==> src/rtl/dct_row_mac_sequencer.sv <==
// Row feeder/accumulator for the sequential Booth multiplier in the 8-point DCT.
// Optional output rounding: define DCT_OUT_ROUND_EN to enable (acc + 2^(OUT_SHIFT-1)) >>> OUT_SHIFT.
module dct_row_mac_sequencer #(
  parameter int DATA_W    = 8,
  parameter int COEF_W    = 8,
  parameter int PROD_W    = 16,
  parameter int ACC_W     = 19,
  parameter int OUT_SHIFT = 7
) (
  input  logic              clk,
  input  logic              rst,
  input  logic              in_valid,
  output logic              in_ready,
  input  logic [DATA_W-1:0] in_data,
  output logic [5:0]        coef_addr,
  input  logic [COEF_W-1:0] coef_data,
  output logic              mul_start,
  output logic [DATA_W-1:0] mul_a,
  output logic [COEF_W-1:0] mul_b,
  input  logic              mul_done,
  input  logic [PROD_W-1:0] mul_prod,
  output logic              mul_rst,
  output logic              out_valid,
  input  logic              out_ready,
  output logic [ACC_W-1:0]  out_data,
  output logic [2:0]        out_idx,
  output logic              busy
);

  typedef enum logic [2:0] {S_LOAD, S_FETCH, S_START, S_WAIT, S_ACC, S_EMIT} state_t;

  state_t                 state_q, state_d;
  logic [2:0]             n_q, n_d, k_q, k_d;
  logic [ACC_W-1:0]       acc_q, acc_d;
  logic [7:0][DATA_W-1:0] smp_q, smp_d;
  logic                   in_ready_q, in_ready_d;
  logic [5:0]             coef_addr_q, coef_addr_d;
  logic                   mul_start_q, mul_start_d;
  logic [DATA_W-1:0]      mul_a_q, mul_a_d;
  logic [COEF_W-1:0]      mul_b_q, mul_b_d;
  logic                   mul_rst_q, mul_rst_d;
  logic                   out_valid_q, out_valid_d;
  logic [ACC_W-1:0]       out_data_q, out_data_d;
  logic [2:0]             out_idx_q, out_idx_d;
  logic                   busy_q, busy_d;

  logic [ACC_W-1:0]       prod_ext;
  logic [ACC_W-1:0]       acc_out;

  assign prod_ext = {{(ACC_W-PROD_W){mul_prod[PROD_W-1]}}, mul_prod};

`ifdef DCT_OUT_ROUND_EN
  // Add in one extra bit so the half-LSB bias cannot wrap a large positive acc.
  localparam logic [ACC_W:0] RND_HALF = (ACC_W+1)'(1) << (OUT_SHIFT-1);
  logic [ACC_W:0]        rnd_sum;
  logic signed [ACC_W:0] rnd_shr;
  assign rnd_sum = {acc_q[ACC_W-1], acc_q} + RND_HALF;
  assign rnd_shr = $signed(rnd_sum) >>> OUT_SHIFT;
  assign acc_out = ACC_W'(rnd_shr);
`else
  logic [31:0] unused_out_shift;
  assign unused_out_shift = 32'(OUT_SHIFT);
  assign acc_out = acc_q;
`endif

  always_comb begin
    state_d     = state_q;
    n_d         = n_q;
    k_d         = k_q;
    acc_d       = acc_q;
    smp_d       = smp_q;
    in_ready_d  = in_ready_q;
    coef_addr_d = coef_addr_q;
    mul_start_d = 1'b0;
    mul_a_d     = mul_a_q;
    mul_b_d     = mul_b_q;
    mul_rst_d   = 1'b1;
    out_valid_d = out_valid_q;
    out_data_d  = out_data_q;
    out_idx_d   = out_idx_q;
    busy_d      = busy_q;
    unique case (state_q)
      S_LOAD: begin
        in_ready_d = 1'b1;
        if (in_valid && in_ready_q) begin
          smp_d[n_q] = in_data;
          n_d        = n_q + 3'd1;
          if (n_q == 3'd7) begin
            n_d         = 3'd0;
            k_d         = 3'd0;
            acc_d       = '0;
            in_ready_d  = 1'b0;
            coef_addr_d = 6'd0;
            busy_d      = 1'b1;
            state_d     = S_FETCH;
          end
        end
      end
      S_FETCH: begin
        mul_a_d     = smp_q[n_q];
        mul_b_d     = coef_data;
        mul_start_d = 1'b1;
        state_d     = S_START;
      end
      S_START: state_d = S_WAIT;
      S_WAIT: begin
        if (mul_done) begin
          acc_d     = acc_q + prod_ext;
          mul_rst_d = 1'b0;
          state_d   = S_ACC;
        end
      end
      S_ACC: begin
        if (n_q == 3'd7) begin
          out_valid_d = 1'b1;
          out_data_d  = acc_out;
          out_idx_d   = k_q;
          state_d     = S_EMIT;
        end else begin
          n_d         = n_q + 3'd1;
          coef_addr_d = {k_q, n_q + 3'd1};
          state_d     = S_FETCH;
        end
      end
      S_EMIT: begin
        if (out_ready) begin
          out_valid_d = 1'b0;
          n_d         = 3'd0;
          if (k_q == 3'd7) begin
            in_ready_d = 1'b1;
            busy_d     = 1'b0;
            state_d    = S_LOAD;
          end else begin
            k_d         = k_q + 3'd1;
            acc_d       = '0;
            coef_addr_d = {k_q + 3'd1, 3'd0};
            state_d     = S_FETCH;
          end
        end
      end
      default: state_d = S_LOAD;
    endcase
  end

  always_ff @(posedge clk or negedge rst) begin
    if (!rst) begin
      state_q     <= S_LOAD;
      n_q         <= '0;
      k_q         <= '0;
      acc_q       <= '0;
      smp_q       <= '0;
      in_ready_q  <= 1'b0;
      coef_addr_q <= '0;
      mul_start_q <= 1'b0;
      mul_a_q     <= '0;
      mul_b_q     <= '0;
      mul_rst_q   <= 1'b0;
      out_valid_q <= 1'b0;
      out_data_q  <= '0;
      out_idx_q   <= '0;
      busy_q      <= 1'b0;
    end else begin
      state_q     <= state_d;
      n_q         <= n_d;
      k_q         <= k_d;
      acc_q       <= acc_d;
      smp_q       <= smp_d;
      in_ready_q  <= in_ready_d;
      coef_addr_q <= coef_addr_d;
      mul_start_q <= mul_start_d;
      mul_a_q     <= mul_a_d;
      mul_b_q     <= mul_b_d;
      mul_rst_q   <= mul_rst_d;
      out_valid_q <= out_valid_d;
      out_data_q  <= out_data_d;
      out_idx_q   <= out_idx_d;
      busy_q      <= busy_d;
    end
  end

  assign in_ready  = in_ready_q;
  assign coef_addr = coef_addr_q;
  assign mul_start = mul_start_q;
  assign mul_a     = mul_a_q;
  assign mul_b     = mul_b_q;
  assign mul_rst   = mul_rst_q;
  assign out_valid = out_valid_q;
  assign out_data  = out_data_q;
  assign out_idx   = out_idx_q;
  assign busy      = busy_q;

endmodule
==> config.mk <==
export PLATFORM = sky130hd
export DESIGN_NAME = dct_row_mac_sequencer
export DESIGN_NICKNAME = d
export VERILOG_FILES = /design/src/rtl/dct_row_mac_sequencer.sv
export SDC_FILE = /design/constraint.sdc
export NUM_CORES = 1
export LEC_CHECK = 0
export CORE_ASPECT_RATIO = 0.75
export CORE_UTILIZATION = 40
export CTS_CLUSTER_SIZE = 14
export DETAILED_ROUTE_END_ITERATION = 16
export PLACE_DENSITY = 0.71
export SETUP_SLACK_MARGIN = 0.2
export SKIP_CTS_REPAIR_TIMING = 1
export SYNTH_ARGS = -nofsm -noshare
export SYNTH_HDL_FRONTEND = slang
export SYNTH_SLANG_ARGS = --single-unit
==> constraint.sdc <==
create_clock -name clk -period 3.66 [get_ports clk]
set_input_delay 0.732 -clock clk [delete_from_list [all_inputs] [get_ports clk]]
set_output_delay 0.732 -clock clk [all_outputs]
set_load 0.02 [all_outputs]
==> flow_summary.toml, run 1 <==
[worst_setup_path]
slowest_delay_ns = 0.43
cp_cell_sequence = "clkdlybuf4s50_1 > ha_1 > fa_1 > a211o_2 > a31oi_1 > o21ai_0 > a211oi_1 > xor2_1 > o21ai_0"
cpMaxStageDelayCell = "fa_1"
critPathTopFamily = "compound AO/OA/AOI/OAI gates"
cp_max_fo = 3
crit_top_cell = "o21ai_0"
path_buf_inv = 1
start_kind = "primary input"
endpoint_kind = "flop"
worstPathArrival_ns = 3.19
critPathRequiredTime_ns = 3.93
path_class = "in -> reg"

[final_layout]
layout-drive-gt1-share_pct = 23.70
design_area_um2 = 8740
nets = 760
seq_area_um2 = 3528
areaGrowthSynthToFinish_pct = 23.72
n_antenna_cell = 0
multi_input_area_um2 = 3387
nFillCells = 1486

[sta]
skew_ns = 0.01218
setup_tns_ns = 0
fin_crit_sh_pct = 79.85
rsz0062_at_grt = "false"
slew_headroom_pct = 26.54
min_period_ns = 2.923
hold_viol = 0
slew_viol_final = 0
tightest_slew_ns = 1.102
fmax_mhz = 342.2
setup_viol = 0

[synth]
syn_inst = 610
syn_avg_cell_area_um2 = 11.58
synth_top_area_share_pct = 49.95
postSynth.asyncResetShare_pct = 100.0
netlist_area_um2 = 7064
synth_compound_gate_area_share_pct = 13.04
synth_edf_count = 0
synth_top_area_cell = "dfrtp_1"
synth_nets = 670
synthTopCellsByCount = "dfrtp_1 (141), mux2_2 (102), nand2_1 (51), nor2_1 (43), a21oi_1 (31)"
synth_seq_cells = 141
synthXorXnorAreaFrac_pct = 1.364
yosys_most_used_dff = "dfrtp_1"
yosysMostFrequentCell = "dfrtp_1"
ys_top_cells_by_area = "dfrtp_1 (50%), mux2_2 (16%), ha_1 (3.9%)"
yosys.area_share.simple_pct = 10.59
synth_adder_area_share_pct = 4.180
ys_seq_area_share_pct = 49.95
yosysWarnings = 0
synth_top_family_by_area = "multiplexers"
synth_cell_types = 63
synthMuxAreaShare_pct = 18.74

[cts]
clock_path_buffers = 2
cts_buffers = 17
cts-root-buf = "clkbuf_16"
cts_tree = "built"
clkTransAtPathRegs_ns = 0.06
h-tree-depth = 4
clock_latency_ns = 0.42
cts.sinks = 141

[route]
vias_per_cell = 5.628
drc_errors = 0
drtPass1Iterations = 5
first_iter_violations = 321
num_vias = 5341
drt_wl_total_um = 17670
routedWlPerCell_um = 18.62
ant_nets = 0

[die]
boundaryPins = 86
core_region_area_um2 = 17030
fp.dieH_um = 117.1
die-area_um2 = 18200
core.rowCount = 41
start_util_pct = 41.48
die_width_um = 155.5

[power_and_ir_drop]
peakVddDrop_mv = 0.2761
power_density_nw_per_um2 = 851.4
leakage_nw = 3.900

[grt]
grt_pass1_wl_um = 28480
grt_overflow = 0
grt_start_max_net_pins = 119
antenna_found_initial = 0
globalRouteTotalUtil_pct = 20.39
grt_pass1_vias = 5221

[min_path]
min_path_type = "reg -> reg"

[run]
max-cap-violations = 0

[placement]
place_hpwl_um = 12520
place_area_um2 = 8172
place_congestion = 0.9097
io_buffers = 85

[status]
status = "complete, no violations"
through the flow:
stage	hold slack (ns)	cells	power (mW)	setup WS, ns	util [%]
detailed placement	0.4646	917	5.789	0.4227	47.98
CTS	0.4776	949	7.464	0.8580	51.32
floorplan	0.4364	610	4.693	1.057	-
global route	0.5057	949	7.884	0.7309	51.32
finish	0.4684	949	7.441	0.7374	51.32
global placement	0.4606	917	5.644	0.4565	47.98
placed cells by master (no fill, tap or decap), types with 10 or more instances in the layout:
master | netlist | final
a21oi_1 | 31 | 31
a221oi_1 | 13 | 13
clkbuf_16 | 0 | 17
clkdlybuf4s50_1 | 0 | 84
dfrtp_1 | 141 | 141
ha_1 | 22 | 22
inv_1 | 10 | 10
mux2_2 | 102 | 102
mux2i_1 | 13 | 13
nand2_1 | 51 | 51
nand3_1 | 11 | 11
nor2_1 | 43 | 42
o21ai_0 | 27 | 27
metal layers:
layer | track usage (%) | routed length (um) | vias up | share of wire, %
met3 | 5.228 | 974 | 20 | 5.5
li1 | - | - | 2438 | -
met1 | 29.19 | 8356 | 2734 | 47
met5 | 0 | 0 | - | 0
met2 | 30.91 | 8114 | 149 | 46
met4 | 5.098 | 222 | 0 | 1.3
cell families (layout without fill, tap and decap cells):
| logic type | count (synthesis) | after routing |
|---|---|---|
| and+or+nand+nor | 153 | 153 |
| adders and majority gates | 23 | 23 |
| DFF | 141 | 141 |
| AOI/OAI and AO/OA | 131 | 131 |
| xor gates and xnor gates | 11 | 11 |
| muxes | 117 | 117 |
| buffers and inverters | 34 | 137 |
layout make-up:
type / count / area share [%]
sequential: 141 / 40.37
multi-input combinational: 435 / 38.75
timing repair buffer: 94 / 10.52
clock buffer: 19 / 5.183
tap: 236 / 3.379
clock inverter: 13 / 1.317
inverter: 11 / 0.4724
registers in the layout, summed over array words and instances (netlist names):
name,count
acc_out,19
busy,1
coef_addr,6
in_ready,1
k_q,3
mul_a,8
mul_b,8
mul_rst,1
mul_start,1
n_q,3
out_data,19
out_idx,3
out_valid,1
smp_q,64
state_q,3
final timing paths:
path	end	start	cells past startpoint	slack, ns
min	coef_addr[2]$_DFFE_PN0P_	coef_addr[2]$_DFFE_PN0P_	2	0.47
max	acc_out[12]$_DFFE_PN0P_	mul_prod[0]	9	0.74
max in group asynchronous	acc_out[8]$_DFFE_PN0P_	rst	2	2.43
max reg2reg	acc_out[12]$_DFFE_PN0P_	acc_out[0]$_DFFE_PN0P_	8	1.04
min in group asynchronous	out_data[11]$_DFFE_PN0P_	rst	1	0.49
min reg2reg	coef_addr[2]$_DFFE_PN0P_	coef_addr[2]$_DFFE_PN0P_	2	0.47
tightest hold or removal path: cells and delay by family (launching register included):
family	cells	cell delay, ns
flip-flops	1	0.34
AND/OR/NAND/NOR	2	0.10
power breakdown:
group | total [mW] | internal (mW) | switching, mW
clock network | 1.64 | 0.969 | 0.673
registers | 2.56 | 2.15 | 0.410
logic | 3.24 | 1.47 | 1.77
total | 7.44 | 4.58 | 2.86
Power figures use the tool's default switching activity.
==> run 2, diff against run 1 <==
==> constraint.sdc (replaced) <==
create_clock -name clk -period 2.71 [get_ports clk]
set_input_delay 0.542 -clock clk [delete_from_list [all_inputs] [get_ports clk]]
set_output_delay 0.542 -clock clk [all_outputs]
set_load 0.02 [all_outputs]
==> run 2 against run 1 <==
Effect of this change: sequential cell count did not move; design area increased by 4.1%; worst setup slack got worse by 0.49 ns; critical endpoint unchanged; first-iteration DRC count grew 45%; clock skew is 0.0022 ns higher; sequential share of layout area is 1.6 points lower.
==> flow_summary.toml, run 2 (synthesized netlist as in run 1, its figures left out) <==
[status]
status = "complete, no violations"

[die]
die-area_um2 = 18200
boundaryPins = 86
die_width_um = 155.5
start_util_pct = 41.48
core_region_area_um2 = 17030
fp.dieH_um = 117.1
core.rowCount = 41

[worst_setup_path]
worstPathArrival_ns = 2.73
path_buf_inv = 1
slowest_delay_ns = 0.41
endpoint_kind = "flop"
critPathRequiredTime_ns = 2.99
cp_cell_sequence = "clkdlybuf4s50_1 > ha_1 > fa_2 > a211o_2 > a31oi_1 > o21ai_1 > a211oi_1 > xor2_1 > o21ai_0"
critPathTopFamily = "compound AO/OA/AOI/OAI gates"
start_kind = "primary input"
cpMaxStageDelayCell = "clkdlybuf4s50_1"
r2r_slack_ns = 0.36
path_class = "in -> reg"
cp_max_fo = 2

[sta]
fin_crit_sh_pct = 90.70
min_period_ns = 2.458
setup_slack_ns = 0.2521
setup_viol = 0
tightest_slew_ns = 0.7828
slew_viol_final = 0
slew_headroom_pct = 47.76
rsz0062_at_grt = "false"
fmax_mhz = 406.8
setup_tns_ns = 0
skew_ns = 0.01443
hold_viol = 0

[power_and_ir_drop]
power_switching_mw = 3.973
swShare_pct = 37.45
comb_power_share_pct = 44.1
power_density_nw_per_um2 = 1167
peakVddDrop_mv = 0.4006
leakage_nw = 4.110
clockPowerShare_pct = 23.5
p_seq_share_pct = 32.4
p_int_mw = 6.637

[final_layout]
mostFrequentLayoutCells = "dfrtp_1 (141), mux2_2 (102), clkdlybuf4s50_1 (84), nand2_1 (51), nor2_1 (42)"
design_area_um2 = 9094
nFillCells = 1480
nets = 792
layout-drive-gt1-share_pct = 27.25
utilization_pct = 53.39
final_common_cell = "dfrtp_1"
areaGrowthSynthToFinish_pct = 28.73
largest_register_ffs = 64
top_register = "smp_q"
n_antenna_cell = 0

[cts]
cts-root-buf = "clkbuf_16"
clock_latency_ns = 0.42
h-tree-depth = 4
clkTransAtPathRegs_ns = 0.07
clock_path_buffers = 2
cts_buffers = 17
cts_tree = "built"
cts.sinks = 141

[grt]
globalRouteTotalUtil_pct = 21.11
grt_pass1_vias = 5554
grt_pass1_wl_um = 29550
antenna_found_initial = 0
grt_start_max_net_pins = 54
grt_overflow = 0

[placement]
place_hpwl_um = 12970
place_area_um2 = 8449
place_congestion = 0.9120
io_buffers = 85
pre_cts_slack_ns = -0.2069

[route]
drt_wl_total_um = 18180
num_vias = 5427
vias_per_cell = 5.532
ant_nets = 0
first_iter_violations = 465
routedWlPerCell_um = 18.53
drtPass1Iterations = 7
drc_errors = 0

[min_path]
min_path_type = "in -> async"

[run]
max-cap-violations = 0
==> run 2: changes by cell type in the layout (fill, tap and decap cells not counted), sizes merged <==
cell	before	now
buf	10	42
clkinvlp	7	2
bufinv	1	4
inv	13	16
clkbuf	19	17
clkinv	3	4
==> run 2: final timing paths <==
kind / start / cells after the start / endpoint
worst max-delay path: mul_prod[0] / 9 / acc_out[12]$_DFFE_PN0P_
worst min-delay path: rst / 1 / acc_out[1]$_DFFE_PN0P_
worst max register to register: acc_out[0]$_DFFE_PN0P_ / 8 / acc_out[12]$_DFFE_PN0P_
worst min register to register: coef_addr[2]$_DFFE_PN0P_ / 2 / coef_addr[2]$_DFFE_PN0P_
max in group asynchronous: rst / 2 / smp_q[51]$_DFFE_PN0P_
min in group clk: coef_addr[2]$_DFFE_PN0P_ / 2 / coef_addr[2]$_DFFE_PN0P_
==> run 2: stage by stage <==
step / instances / hold WS [ns] / power, mW
after floorplan: 610 / 0.2464 / 6.338
after global placement: 949 / 0.4550 / 7.887
after detailed placement: 949 / 0.4651 / 8.060
after CTS: 981 / 0.07629 / 10.62
after global routing: 981 / 0.08971 / 11.25
final: 981 / 0.05751 / 10.61
==> run 2: final cells by class <==
type                            instances  area [um^2]  area share [%]
Clock buffer                           17        425.4           4.678
Clock inverter                         15        210.2           2.312
Inverter                               11        41.29          0.4540
Multi-Input combinational cell        435         3396           37.34
Sequential cell                       141         3528           38.80
Tap cell                              236        295.3           3.247
Timing Repair Buffer                  126         1197           13.17
==> run 2: power by group through the flow <==
stage	Combinational [mW]	Sequential (mW)	Clock (mW)
floorplan	2.73	3.60	0
global placement	4.48	3.40	0
detailed placement	4.60	3.46	0
CTS	4.65	3.43	2.54
global route	5.08	3.54	2.63
finish	4.68	3.44	2.50
==> run 2: routing by layer <==
layer,wire (um),vias up,GRT usage [%]
met4,216,0,5.882
met3,897,23,5.007
met2,8429,153,33.30
met5,0,-,0
met1,8632,2758,29.22
li1,-,2493,-
